### config.mk
export PLATFORM = sky130hd
export DESIGN_NAME = dcache_axi_bridge
export DESIGN_NICKNAME = d
export VERILOG_FILES = /design/src/rtl/dcache_axi_pkg.sv /design/src/rtl/dcache_axi_wfifo.sv /design/src/rtl/dcache_axi_bridge.sv
export SDC_FILE = /design/constraint.sdc
export NUM_CORES = 1
export LEC_CHECK = 0
export ABC_AREA = 1
export CAP_MARGIN = 20
export CORE_MARGIN = 3
export CORE_UTILIZATION = 34
export DETAILED_ROUTE_END_ITERATION = 16
export GPL_ROUTABILITY_DRIVEN = 0
export SLEW_MARGIN = 40
export SYNTH_ARGS = -nofsm -noshare
export SYNTH_HDL_FRONTEND = slang
export SYNTH_SLANG_ARGS = --single-unit
### constraint.sdc
create_clock -name clk -period 8.1 [get_ports clk]
set_clock_uncertainty 0.15 [all_clocks]
set_input_delay 1.62 -clock clk [delete_from_list [all_inputs] [get_ports clk]]
set_output_delay 1.62 -clock clk [all_outputs]
set_load 0.05 [all_outputs]
### src/rtl/dcache_axi_pkg.sv
`default_nettype none
// ============================================================================
// Module   : dcache_axi_pkg
// Brief    : AXI encodings and W FIFO entry sizing shared by the dcache bridge.
// Revision : 1.0
// ============================================================================
package dcache_axi_pkg;

    localparam logic [1:0] AXI_BURST_FIXED = 2'b00;
    localparam logic [1:0] AXI_BURST_INCR  = 2'b01;
    localparam logic [1:0] AXI_BURST_WRAP  = 2'b10;

    localparam logic [1:0] AXI_RESP_OKAY   = 2'b00;
    localparam logic [1:0] AXI_RESP_EXOKAY = 2'b01;
    localparam logic [1:0] AXI_RESP_SLVERR = 2'b10;
    localparam logic [1:0] AXI_RESP_DECERR = 2'b11;

    // One FIFO entry is {last, strb, data}.
    function automatic int wfifo_width(input int data_w);
        return data_w + data_w / 8 + 1;
    endfunction

endpackage
`default_nettype wire

### src/rtl/dcache_axi_wfifo.sv
`default_nettype none
// ============================================================================
// Module   : dcache_axi_wfifo
// Brief    : Synchronous FIFO holding W beats; push is honoured when full if a
//            pop happens in the same cycle.
// Revision : 1.0
// ============================================================================
module dcache_axi_wfifo #(
    parameter  int WIDTH = 37,
    parameter  int DEPTH = 4,
    localparam int PTR_W = $clog2(DEPTH),
    localparam int CNT_W = PTR_W + 1
) (
    input  logic             clk,
    input  logic             rst_n,
    input  logic             push,
    input  logic [WIDTH-1:0] push_data,
    input  logic             pop,
    output logic [WIDTH-1:0] head,
    output logic             full,
    output logic             empty,
    output logic [CNT_W-1:0] count
);
    logic [WIDTH-1:0] r_mem [DEPTH];
    logic [PTR_W-1:0] r_wr_ptr;
    logic [PTR_W-1:0] r_rd_ptr;
    logic [CNT_W-1:0] r_count;
    logic             w_push;
    logic             w_pop;

    assign full  = (r_count == CNT_W'(DEPTH));
    assign empty = (r_count == '0);
    assign count = r_count;
    assign head  = r_mem[r_rd_ptr];
    assign w_pop  = pop && !empty;
    assign w_push = push && (!full || w_pop);

    // Pointers are PTR_W wide, so power-of-two depth wraps for free.
    always_ff @(posedge clk) begin
        if (!rst_n) begin
            for (int i = 0; i < DEPTH; i++) r_mem[i] <= '0;
            r_wr_ptr <= '0;
            r_rd_ptr <= '0;
            r_count  <= '0;
        end else begin
            if (w_push) begin
                r_mem[r_wr_ptr] <= push_data;
                r_wr_ptr        <= r_wr_ptr + PTR_W'(1);
            end
            if (w_pop) r_rd_ptr <= r_rd_ptr + PTR_W'(1);
            if (w_push && !w_pop)      r_count <= r_count + CNT_W'(1);
            else if (!w_push && w_pop) r_count <= r_count - CNT_W'(1);
        end
    end

endmodule
`default_nettype wire

### src/rtl/dcache_axi_bridge.sv
`default_nettype none
// ============================================================================
// Module   : dcache_axi_bridge
// Brief    : dcache single-channel request port to AXI4 master, with registered
//            AW/AR, W FIFO and outstanding limits. Optional error capture is
//            enabled by defining DCACHE_AXI_BRIDGE_ERR_CAPTURE_EN.
// Revision : 1.0
// ============================================================================
module dcache_axi_bridge
    import dcache_axi_pkg::*;
#(
    parameter int ADDR_W          = 32,
    parameter int DATA_W          = 32,
    parameter int ID_W            = 4,
    parameter int WBUF_DEPTH      = 4,
    parameter int MAX_OUTSTANDING = 4,
    localparam int STRB_W         = DATA_W / 8
) (
    input  logic              clk,
    input  logic              rst_n,
`ifdef DCACHE_AXI_BRIDGE_ERR_CAPTURE_EN
    output logic              err_valid_o,
    output logic [1:0]        err_resp_o,
    output logic [ID_W-1:0]   err_id_o,
    input  logic              err_clear_i,
`endif
    input  logic              inport_valid_i,
    input  logic              inport_write_i,
    input  logic [ADDR_W-1:0] inport_addr_i,
    input  logic [ID_W-1:0]   inport_id_i,
    input  logic [7:0]        inport_len_i,
    input  logic [1:0]        inport_burst_i,
    input  logic [DATA_W-1:0] inport_wdata_i,
    input  logic [STRB_W-1:0] inport_wstrb_i,
    output logic              inport_accept_o,
    output logic              inport_bvalid_o,
    output logic [1:0]        inport_bresp_o,
    output logic [ID_W-1:0]   inport_bid_o,
    input  logic              inport_bready_i,
    output logic              inport_rvalid_o,
    output logic [DATA_W-1:0] inport_rdata_o,
    output logic [1:0]        inport_rresp_o,
    output logic [ID_W-1:0]   inport_rid_o,
    output logic              inport_rlast_o,
    input  logic              inport_rready_i,
    output logic              outport_awvalid_o,
    output logic [ADDR_W-1:0] outport_awaddr_o,
    output logic [ID_W-1:0]   outport_awid_o,
    output logic [7:0]        outport_awlen_o,
    output logic [1:0]        outport_awburst_o,
    input  logic              outport_awready_i,
    output logic              outport_wvalid_o,
    output logic [DATA_W-1:0] outport_wdata_o,
    output logic [STRB_W-1:0] outport_wstrb_o,
    output logic              outport_wlast_o,
    input  logic              outport_wready_i,
    input  logic              outport_bvalid_i,
    input  logic [1:0]        outport_bresp_i,
    input  logic [ID_W-1:0]   outport_bid_i,
    output logic              outport_bready_o,
    output logic              outport_arvalid_o,
    output logic [ADDR_W-1:0] outport_araddr_o,
    output logic [ID_W-1:0]   outport_arid_o,
    output logic [7:0]        outport_arlen_o,
    output logic [1:0]        outport_arburst_o,
    input  logic              outport_arready_i,
    input  logic              outport_rvalid_i,
    input  logic [DATA_W-1:0] outport_rdata_i,
    input  logic [1:0]        outport_rresp_i,
    input  logic [ID_W-1:0]   outport_rid_i,
    input  logic              outport_rlast_i,
    output logic              outport_rready_o
);
    localparam int FIFO_W = wfifo_width(DATA_W);
    localparam int WCNT_W = $clog2(WBUF_DEPTH) + 1;

    logic              r_bursting;
    logic [7:0]        r_beats_left;
    logic [3:0]        r_wr_out;
    logic [3:0]        r_rd_out;
    logic              w_wr_accept, w_rd_accept, w_last;
    logic              w_aw_hs, w_ar_hs, w_b_hs, w_r_hs, w_b_dec, w_r_dec;
    logic              w_full, w_empty;
    logic [FIFO_W-1:0] w_head;
    logic [WCNT_W-1:0] w_wfifo_count;

    assign w_aw_hs = outport_awvalid_o && outport_awready_i;
    assign w_ar_hs = outport_arvalid_o && outport_arready_i;
    assign w_b_hs  = outport_bvalid_i && inport_bready_i;
    assign w_r_hs  = outport_rvalid_i && inport_rready_i;
    assign w_b_dec = w_b_hs && (r_wr_out != 4'd0);
    assign w_r_dec = w_r_hs && outport_rlast_i && (r_rd_out != 4'd0);

    // A burst's later beats only need FIFO space; the first beat also needs
    // a free AW slot and outstanding headroom.
    always_comb begin
        w_wr_accept = 1'b0;
        w_rd_accept = 1'b0;
        if (inport_valid_i) begin
            if (inport_write_i) begin
                w_wr_accept = r_bursting ? !w_full
                            : (!outport_awvalid_o || outport_awready_i) && !w_full
                              && (r_wr_out < 4'(MAX_OUTSTANDING));
            end else begin
                w_rd_accept = !r_bursting && (!outport_arvalid_o || outport_arready_i)
                              && (r_rd_out < 4'(MAX_OUTSTANDING));
            end
        end
    end

    assign inport_accept_o = w_wr_accept || w_rd_accept;
    assign w_last = r_bursting ? (r_beats_left == 8'd1) : (inport_len_i == 8'd0);

    always_ff @(posedge clk) begin
        if (!rst_n) begin
            r_bursting        <= 1'b0;
            r_beats_left      <= '0;
            r_wr_out          <= '0;
            r_rd_out          <= '0;
            outport_awvalid_o <= 1'b0;
            outport_awaddr_o  <= '0;
            outport_awid_o    <= '0;
            outport_awlen_o   <= '0;
            outport_awburst_o <= '0;
            outport_arvalid_o <= 1'b0;
            outport_araddr_o  <= '0;
            outport_arid_o    <= '0;
            outport_arlen_o   <= '0;
            outport_arburst_o <= '0;
        end else begin
            if (w_wr_accept) begin
                if (!r_bursting) begin
                    r_bursting   <= (inport_len_i != 8'd0);
                    r_beats_left <= inport_len_i;
                end else begin
                    r_beats_left <= r_beats_left - 8'd1;
                    if (r_beats_left == 8'd1) r_bursting <= 1'b0;
                end
            end
            if (w_wr_accept && !r_bursting) begin
                outport_awvalid_o <= 1'b1;
                outport_awaddr_o  <= inport_addr_i;
                outport_awid_o    <= inport_id_i;
                outport_awlen_o   <= inport_len_i;
                outport_awburst_o <= inport_burst_i;
            end else if (w_aw_hs) begin
                outport_awvalid_o <= 1'b0;
            end
            if (w_rd_accept) begin
                outport_arvalid_o <= 1'b1;
                outport_araddr_o  <= inport_addr_i;
                outport_arid_o    <= inport_id_i;
                outport_arlen_o   <= inport_len_i;
                outport_arburst_o <= inport_burst_i;
            end else if (w_ar_hs) begin
                outport_arvalid_o <= 1'b0;
            end
            if (w_aw_hs && !w_b_dec)      r_wr_out <= r_wr_out + 4'd1;
            else if (!w_aw_hs && w_b_dec) r_wr_out <= r_wr_out - 4'd1;
            if (w_ar_hs && !w_r_dec)      r_rd_out <= r_rd_out + 4'd1;
            else if (!w_ar_hs && w_r_dec) r_rd_out <= r_rd_out - 4'd1;
        end
    end

    dcache_axi_wfifo #(
        .WIDTH (FIFO_W),
        .DEPTH (WBUF_DEPTH)
    ) u_wfifo (
        .clk       (clk),
        .rst_n     (rst_n),
        .push      (w_wr_accept),
        .push_data ({w_last, inport_wstrb_i, inport_wdata_i}),
        .pop       (outport_wvalid_o && outport_wready_i),
        .head      (w_head),
        .full      (w_full),
        .empty     (w_empty),
        .count     (w_wfifo_count)
    );

    assign outport_wvalid_o = !w_empty;
    assign {outport_wlast_o, outport_wstrb_o, outport_wdata_o} = w_head;

    assign inport_bvalid_o  = outport_bvalid_i;
    assign inport_bresp_o   = outport_bresp_i;
    assign inport_bid_o     = outport_bid_i;
    assign outport_bready_o = inport_bready_i;
    assign inport_rvalid_o  = outport_rvalid_i;
    assign inport_rdata_o   = outport_rdata_i;
    assign inport_rresp_o   = outport_rresp_i;
    assign inport_rid_o     = outport_rid_i;
    assign inport_rlast_o   = outport_rlast_i;
    assign outport_rready_o = inport_rready_i;

`ifdef DCACHE_AXI_BRIDGE_ERR_CAPTURE_EN
    // Sticky first-error capture; B takes precedence over R in the same cycle.
    always_ff @(posedge clk) begin
        if (!rst_n || err_clear_i) begin
            err_valid_o <= 1'b0;
            err_resp_o  <= '0;
            err_id_o    <= '0;
        end else if (!err_valid_o) begin
            if (w_b_hs && outport_bresp_i != AXI_RESP_OKAY) begin
                err_valid_o <= 1'b1;
                err_resp_o  <= outport_bresp_i;
                err_id_o    <= outport_bid_i;
            end else if (w_r_hs && outport_rresp_i != AXI_RESP_OKAY) begin
                err_valid_o <= 1'b1;
                err_resp_o  <= outport_rresp_i;
                err_id_o    <= outport_rid_i;
            end
        end
    end
`else
    // Without capture, response codes are only forwarded upstream.
`endif

    a_wr_no_underflow: assert property (@(posedge clk) disable iff (!rst_n)
        !(w_b_hs && r_wr_out == 4'd0));
    a_rd_no_underflow: assert property (@(posedge clk) disable iff (!rst_n)
        !(w_r_hs && outport_rlast_i && r_rd_out == 4'd0));
    a_wfifo_bound: assert property (@(posedge clk) disable iff (!rst_n)
        w_wfifo_count <= WCNT_W'(WBUF_DEPTH));

endmodule
`default_nettype wire

After elaboration in Yosys (flattened, before gate mapping)
Memory sizes are Yosys's and may differ from the RTL's. A register that Yosys moved wholly into a read port is not among the register bits.
Cells that the tools add are included.
- multiplexer cells: 28
- reduce and logical (&&, ||, !) cells: 47
- $add $sub $neg: 9
- order comparisons: 2
- equal/unequal tests: 2
- operator list (operator ; count):
    two-way mux 37 bit ; 1
    OR reduction 37 bit ; 1
    logical AND 1 bit ; 21
    two-way mux 1 bit ; 17
    two-way mux 4 bit ; 4
    zero test 1 bit ; 11
    nonzero test 2 bit ; 5
    adder 4 x 1 -> 4 bit, second input constant ; 2
    == test 8 x 1 -> 1 bit, second input constant ; 1
    zero test 8 bit ; 1
    < comparator 4 x 3 -> 1 bit, second input constant ; 2
    two-way mux 8 bit ; 1
    nonzero test 4 bit ; 2
    nonzero test 8 bit ; 1
    subtractor 4 x 1 -> 4 bit, second input constant ; 2
    subtractor 8 x 1 -> 8 bit, second input constant ; 1
    two-way mux 2 bit ; 3
    two-way mux 3 bit ; 2
    adder 2 x 1 -> 2 bit, second input constant ; 2
    logical OR 1 bit ; 4
    adder 3 x 1 -> 3 bit, second input constant ; 1
    == test 3 bit, second input constant ; 1
    zero test 3 bit ; 1
    subtractor 3 x 1 -> 3 bit, second input constant ; 1
- output and inout port bits: 182
- memories: 1
- input port bits: 138
- flip-flop bits (word level): 118
- word-level logic and storage cells: 106
- bits in writable memories: 148
- memory list (memory ; words ; width ; read ports ; clocked after memory_dff ; write ports ; line ; RTL):
    u_wfifo.r_mem ; 4 ; 37 ; 1 ; 1 ; 4 ; dcache_axi_wfifo.sv:24 ; logic [WIDTH-1:0] r_mem [DEPTH];

Longest topological paths before layout
- depth in word-level cells: 13
- mapped depth: 13
- mapped depth without buffers: 13

Hierarchy
Synthesis repeated with hierarchy kept, for this count alone.
- cell total of the unflattened synthesis: 1308
- area total of the unflattened synthesis: 11981.5 um^2
- by module, submodules not included (module ; area an instance (um^2) ; cells each ; times used ; sequential area each (um^2)):
    dcache_axi_wfifo ; 7129.3 ; 661 ; 1 ; 4624.4
    dcache_axi_bridge ; 4852.2 ; 647 ; 1 ; 2222.1

Least setup slack after synthesis
OpenSTA, ideal clock, no wires.
- path type: input to register
- start: input inport_valid_i
- end: memory u_wfifo.r_mem[3][0] (enable)
- data required time: 7462 ps
- library setup time: 488 ps
- path buffers: 1
- stages on the path: 5
- arrival time: 5086 ps
- slack: 2377 ps
- path through: nand2_1 a21oi_2 nand2_4 clkbuf_1 o31ai_1
- RTL lines (item ; line ; RTL):
    start: declaration ; dcache_axi_bridge.sv:27 ; input logic inport_valid_i,
    end: declaration ; dcache_axi_wfifo.sv:24 ;

Final worst setup path
- start: input inport_valid_i
- end: output inport_accept_o
- cells in the longest elaborated chain, start to end: 2
- elaborated cells on any way between the ends: 3
- classes of those cells: mux: 2; reduce/logical: 1
- RTL lines (item ; line ; RTL):
    two-way mux 1 bit ; dcache_axi_bridge.sv:99 ; if (inport_valid_i) begin
    logical OR 1 bit * ; dcache_axi_bridge.sv:111 ; assign inport_accept_o = w_wr_accept || w_rd_accept;
    end: declaration ; dcache_axi_bridge.sv:35 ; output logic inport_accept_o,
Every way passes the cells marked *; elsewhere a longest branch is shown, timed or not.

==> results.env <==
MAXIMUM_FANOUT_ALONG_THE_WORST_PATH=46
TIMING_WORST_SLEW_PIN_VALUE_NS=0.760
INSTANCES_NO_FILL=1884
NUMPLACEDINSTANCES=1828
CRIT_START='inport_valid_i'
SETUP.WORST_PATH.END='inport_accept_o'
DIEAREA_UM2=36000
POST-ROUTE-PERIOD-UTIL_PCT=69.6
MULTI_INPUT_AREA_UM2=3630
TNS_NS=0
MET1_USAGE_PCT=20.3
CLOCK-ROOT-BUFFER='clkbuf_16'
MAXIMUM_NUMBER_OF_PINS_ON_ONE_NET_BEFORE_GLOBAL_ROUTE_REPAIR=76
IOPINCOUNT=320
FINAL-HOLD-VIOLATION-COUNT=0
MAXSLEWVIOLCOUNT=0
CTS_BUFFER_DEPTH=3
GRT.MET3_USAGE_PCT=7.15
DETAILROUTE.VIA_COUNT=8946
POSTSYNTHNETCOUNT=1411
GLOBAL_ROUTE.USAGE.TOTAL_PCT=16.8
POWER.DENSITY_nW_PER_UM2=318
AREA_DELTA_SYNTH_FINAL_PCT=28.8
MAX-VDD-IR-DROP_mV=0.192
PLACEABLECOREAREA_UM2=32900
YOSYSSEQAREASHARE_PCT=59.6
NUMCTSBUFFERS=30
FINISH.INSTANCE_AREA_UM2=14800
HOLD_FIX_BUFFER_COUNT_AFTER_CTS=0
SYNTH_AREA_PER_CELL_UM2=9.11
PORT_BUFFERS=231
POST_SYNTH_INST_COUNT=1261
START_UTIL_PCT=34.9
POST-CTS-SETUP-BUFFERS=0
WORST_EP_ARRIVAL_NS=3.87
FILLERINSTANCES=3201
CLKLATENCYLATEPIN_NS=0.55
ROUTE.ANTENNA.REMAINING_NETS=0
SYNTHESIS.YOSYS.WARNINGS=0
POSTSYNTHREGISTERBITS=268
CRITICAL_PATH.REG2REG.STARTPOINT='u_wfifo.count[0]'
YOSYS-TOP-CELLS-COUNT='nor2_1, o21ai_0, edfxtp_1'
GRT_PASS1_WL_UM=48900
NUMBER_OF_GLOBAL_ROUTE_VIAS_BEFORE_REPAIR=9044
CTS_TREE='built'
FRACTION_OF_SYNTHESIS_FLOPS_USING_AN_ASYNCHRONOUS_SET_OR_RESET_PIN_PCT=0
HOLDCRITSTARTPOINT='outport_awlen_o[3]'
TRITONCTS_NUM_SINKS=268
FINAL.HOLD.WORST_SLACK_NS=0.310
TIMING.CRITICAL_PATH.SLOWEST_CELL_DELAY_NS=0.84
FINALSETUPVIOLCOUNT=0
DRIVE_ABOVE_1_SHARE_PCT=5.89
GLOBAL_ROUTE.OVERFLOW_TOTAL=0
F_MAX_GHz=0.177
CRITICAL_PATH.REG2REG.ENDPOINT='u_wfifo.r_mem[0][35]'
CTS.REPAIR.RESIZED=0
CP_DATA_REQUIRED_TIME_NS=6.33
POST-DP-HPWL_UM=19600
ANTENNA_CELLS=0
YOSYS.CELL_TYPES.COUNT=35
YOSYSTOPAREACELL='edfxtp_1'
R2R_CELLS=6
ROUTED_WIRELENGTH_UM=30900
RRSETUPSLACK_NS=5.22
SYNTH.TOP_CELLS.BY_AREA='edfxtp_1, dfxtp_1, nor2_1, o21ai_0, buf_4'
PATH_CLASS='in -> out'
RUN_STATUS='finished clean'
PLACEMENT.CELL_AREA_UM2=13800
SLEW_HEADROOM_PCT=49.3
DRC_ERRORS=0
DR.FIRST_ITER.DRC_COUNT=442
FOOTPRINT_OF_THE_FLIP_FLOPS_AND_LATCHES_UM2=6850
POST_SYNTHESIS_CELL_AREA_UM2=11500
GRT.MET2_USAGE_PCT=28.2
DIE_W_UM=190
LAYOUT_MIN_CYCLE_TIME_NS=5.64
CP-END-KIND='output pin'
SETUP_REPAIR_AFTER_GLOBAL_ROUTING_MISSED_ITS_MARGIN='false'
CP-START-KIND='input pin'
DIEHEIGHT_UM=190
MAXCAPVIOLATIONS=0
CLKTRANSATPATHREGS_NS=0.06
CTS.HTREE.LEVELS=1
TOP_COUNT_CELL_POST_SYNTH='nor2_1'
WIRE_PER_INST_UM=16.4
CPMAXSTAGEDELAYCELL='clkdlybuf4s50_1'
MOST_USED_LAYER_GLOBAL_ROUTE='met2'
P_LEAK_nW=5.80
NUM_ROWS=66
TOTAL_POWER_W=0.00471
PRIMARY_FF_MASTER_SYNTH='edfxtp_1'
TIMING.HOLD.WORST.CLASS='reg -> reg'
GRT_ANTENNA_BEFORE_REPAIR=0
DESIGN.FINAL.NETS=1568
CRIT_PATH_CELL_TRACE='clkdlybuf4s50_1 > nor3b_1 > nand2_1 > buf_4 > nand2_1 > clkdlybuf4s50_1'
SYNTH_TOP_AREA_SHARE_PCT=38.7
DRT_FIRST_PASS_ITERS=5
EDFF_COUNT_SYNTH=148
MEAN_NUMBER_OF_VIAS_PER_CELL=4.75
[critical path, delay by kind of cell]
family                 cells  cell delay [ns]
AND/OR/NAND/NOR            3             0.62
buffers and inverters      3             1.60
[registers in the layout (all words and copies together) (netlist names), 8 cells and up, named ones only]
name,count
r_beats_left,8
outport_araddr_o,32
outport_awlen_o,8
outport_awaddr_o,32
outport_arlen_o,8
u_wfifo.r_mem,148
[through the flow]
step / setup slack, ns / utilization [%]
after detailed placement: 2.37 / 41.9
after global routing: 2.31 / 44.9
final: 2.46 / 44.9
after floorplan: 2.38 / -
after global placement: 2.28 / 41.8
after CTS: 2.34 / 44.9
[power breakdown]
group | total, W | leakage, nW | switching, W | internal (W)
Sequential | 0.00168 | 2.52 | 0.0000775 | 0.00160
Combinational | 0.00169 | 2.81 | 0.00118 | 0.000518
Clock | 0.00134 | 0.475 | 0.000563 | 0.000776
Total | 0.00471 | 5.80 | 0.00182 | 0.00289
[layer usage]
layer	wire [um]	share of wire (%)	vias to the layer above
li1	-	-	4417
met1	12700	41	4177
met2	14200	46	312
met3	3410	11	40
met4	594	1.9	0
met5	0	0	-
[final cells by class]
class	instances	area share, %
timing repair buffer	245	16.5
clock inverter	26	1.61
tap	442	3.74
clock buffer	30	5.07
inverter	89	2.27
multi-input combinational	784	24.6
sequential	268	46.3
[cells in the final DEF (no fill, tap or decap), drive strengths merged, types with 9 or more instances in the layout]
master,count
ha,9
inv,89
nor2,379
dfxtp,120
clkinv,18
nand3,9
nand2,106
buf,15
edfxtp,148
nor3,14
clkbuf,30
clkdlybuf4s50,230
o22ai,38
a21oi,26
o21ai,179
[cells by family (layout without fill, tap and decap cells)]
kind of cell	Yosys count	in the layout	share of synthesized area, %
simple gates	517	517	17.8
flops	268	268	59.6
compound gates	247	247	11.3
buf+inv	209	390	9.17
fa+ha+maj	12	12	1.50
xor+xnor	8	8	0.610
[how the worst min path moves through the flow]
stage	slack, ns	to	depth (start not counted)
after global placement	0.30	outport_awlen_o[3]	2
after floorplan	0.29	flip-flop	2
final	0.31	outport_awlen_o[3]	2
after global routing	0.34	outport_awlen_o[6]	2
after detailed placement	0.30	outport_awlen_o[7]	2
after CTS	0.31	flip-flop	1
Power figures use the tool's default switching activity.
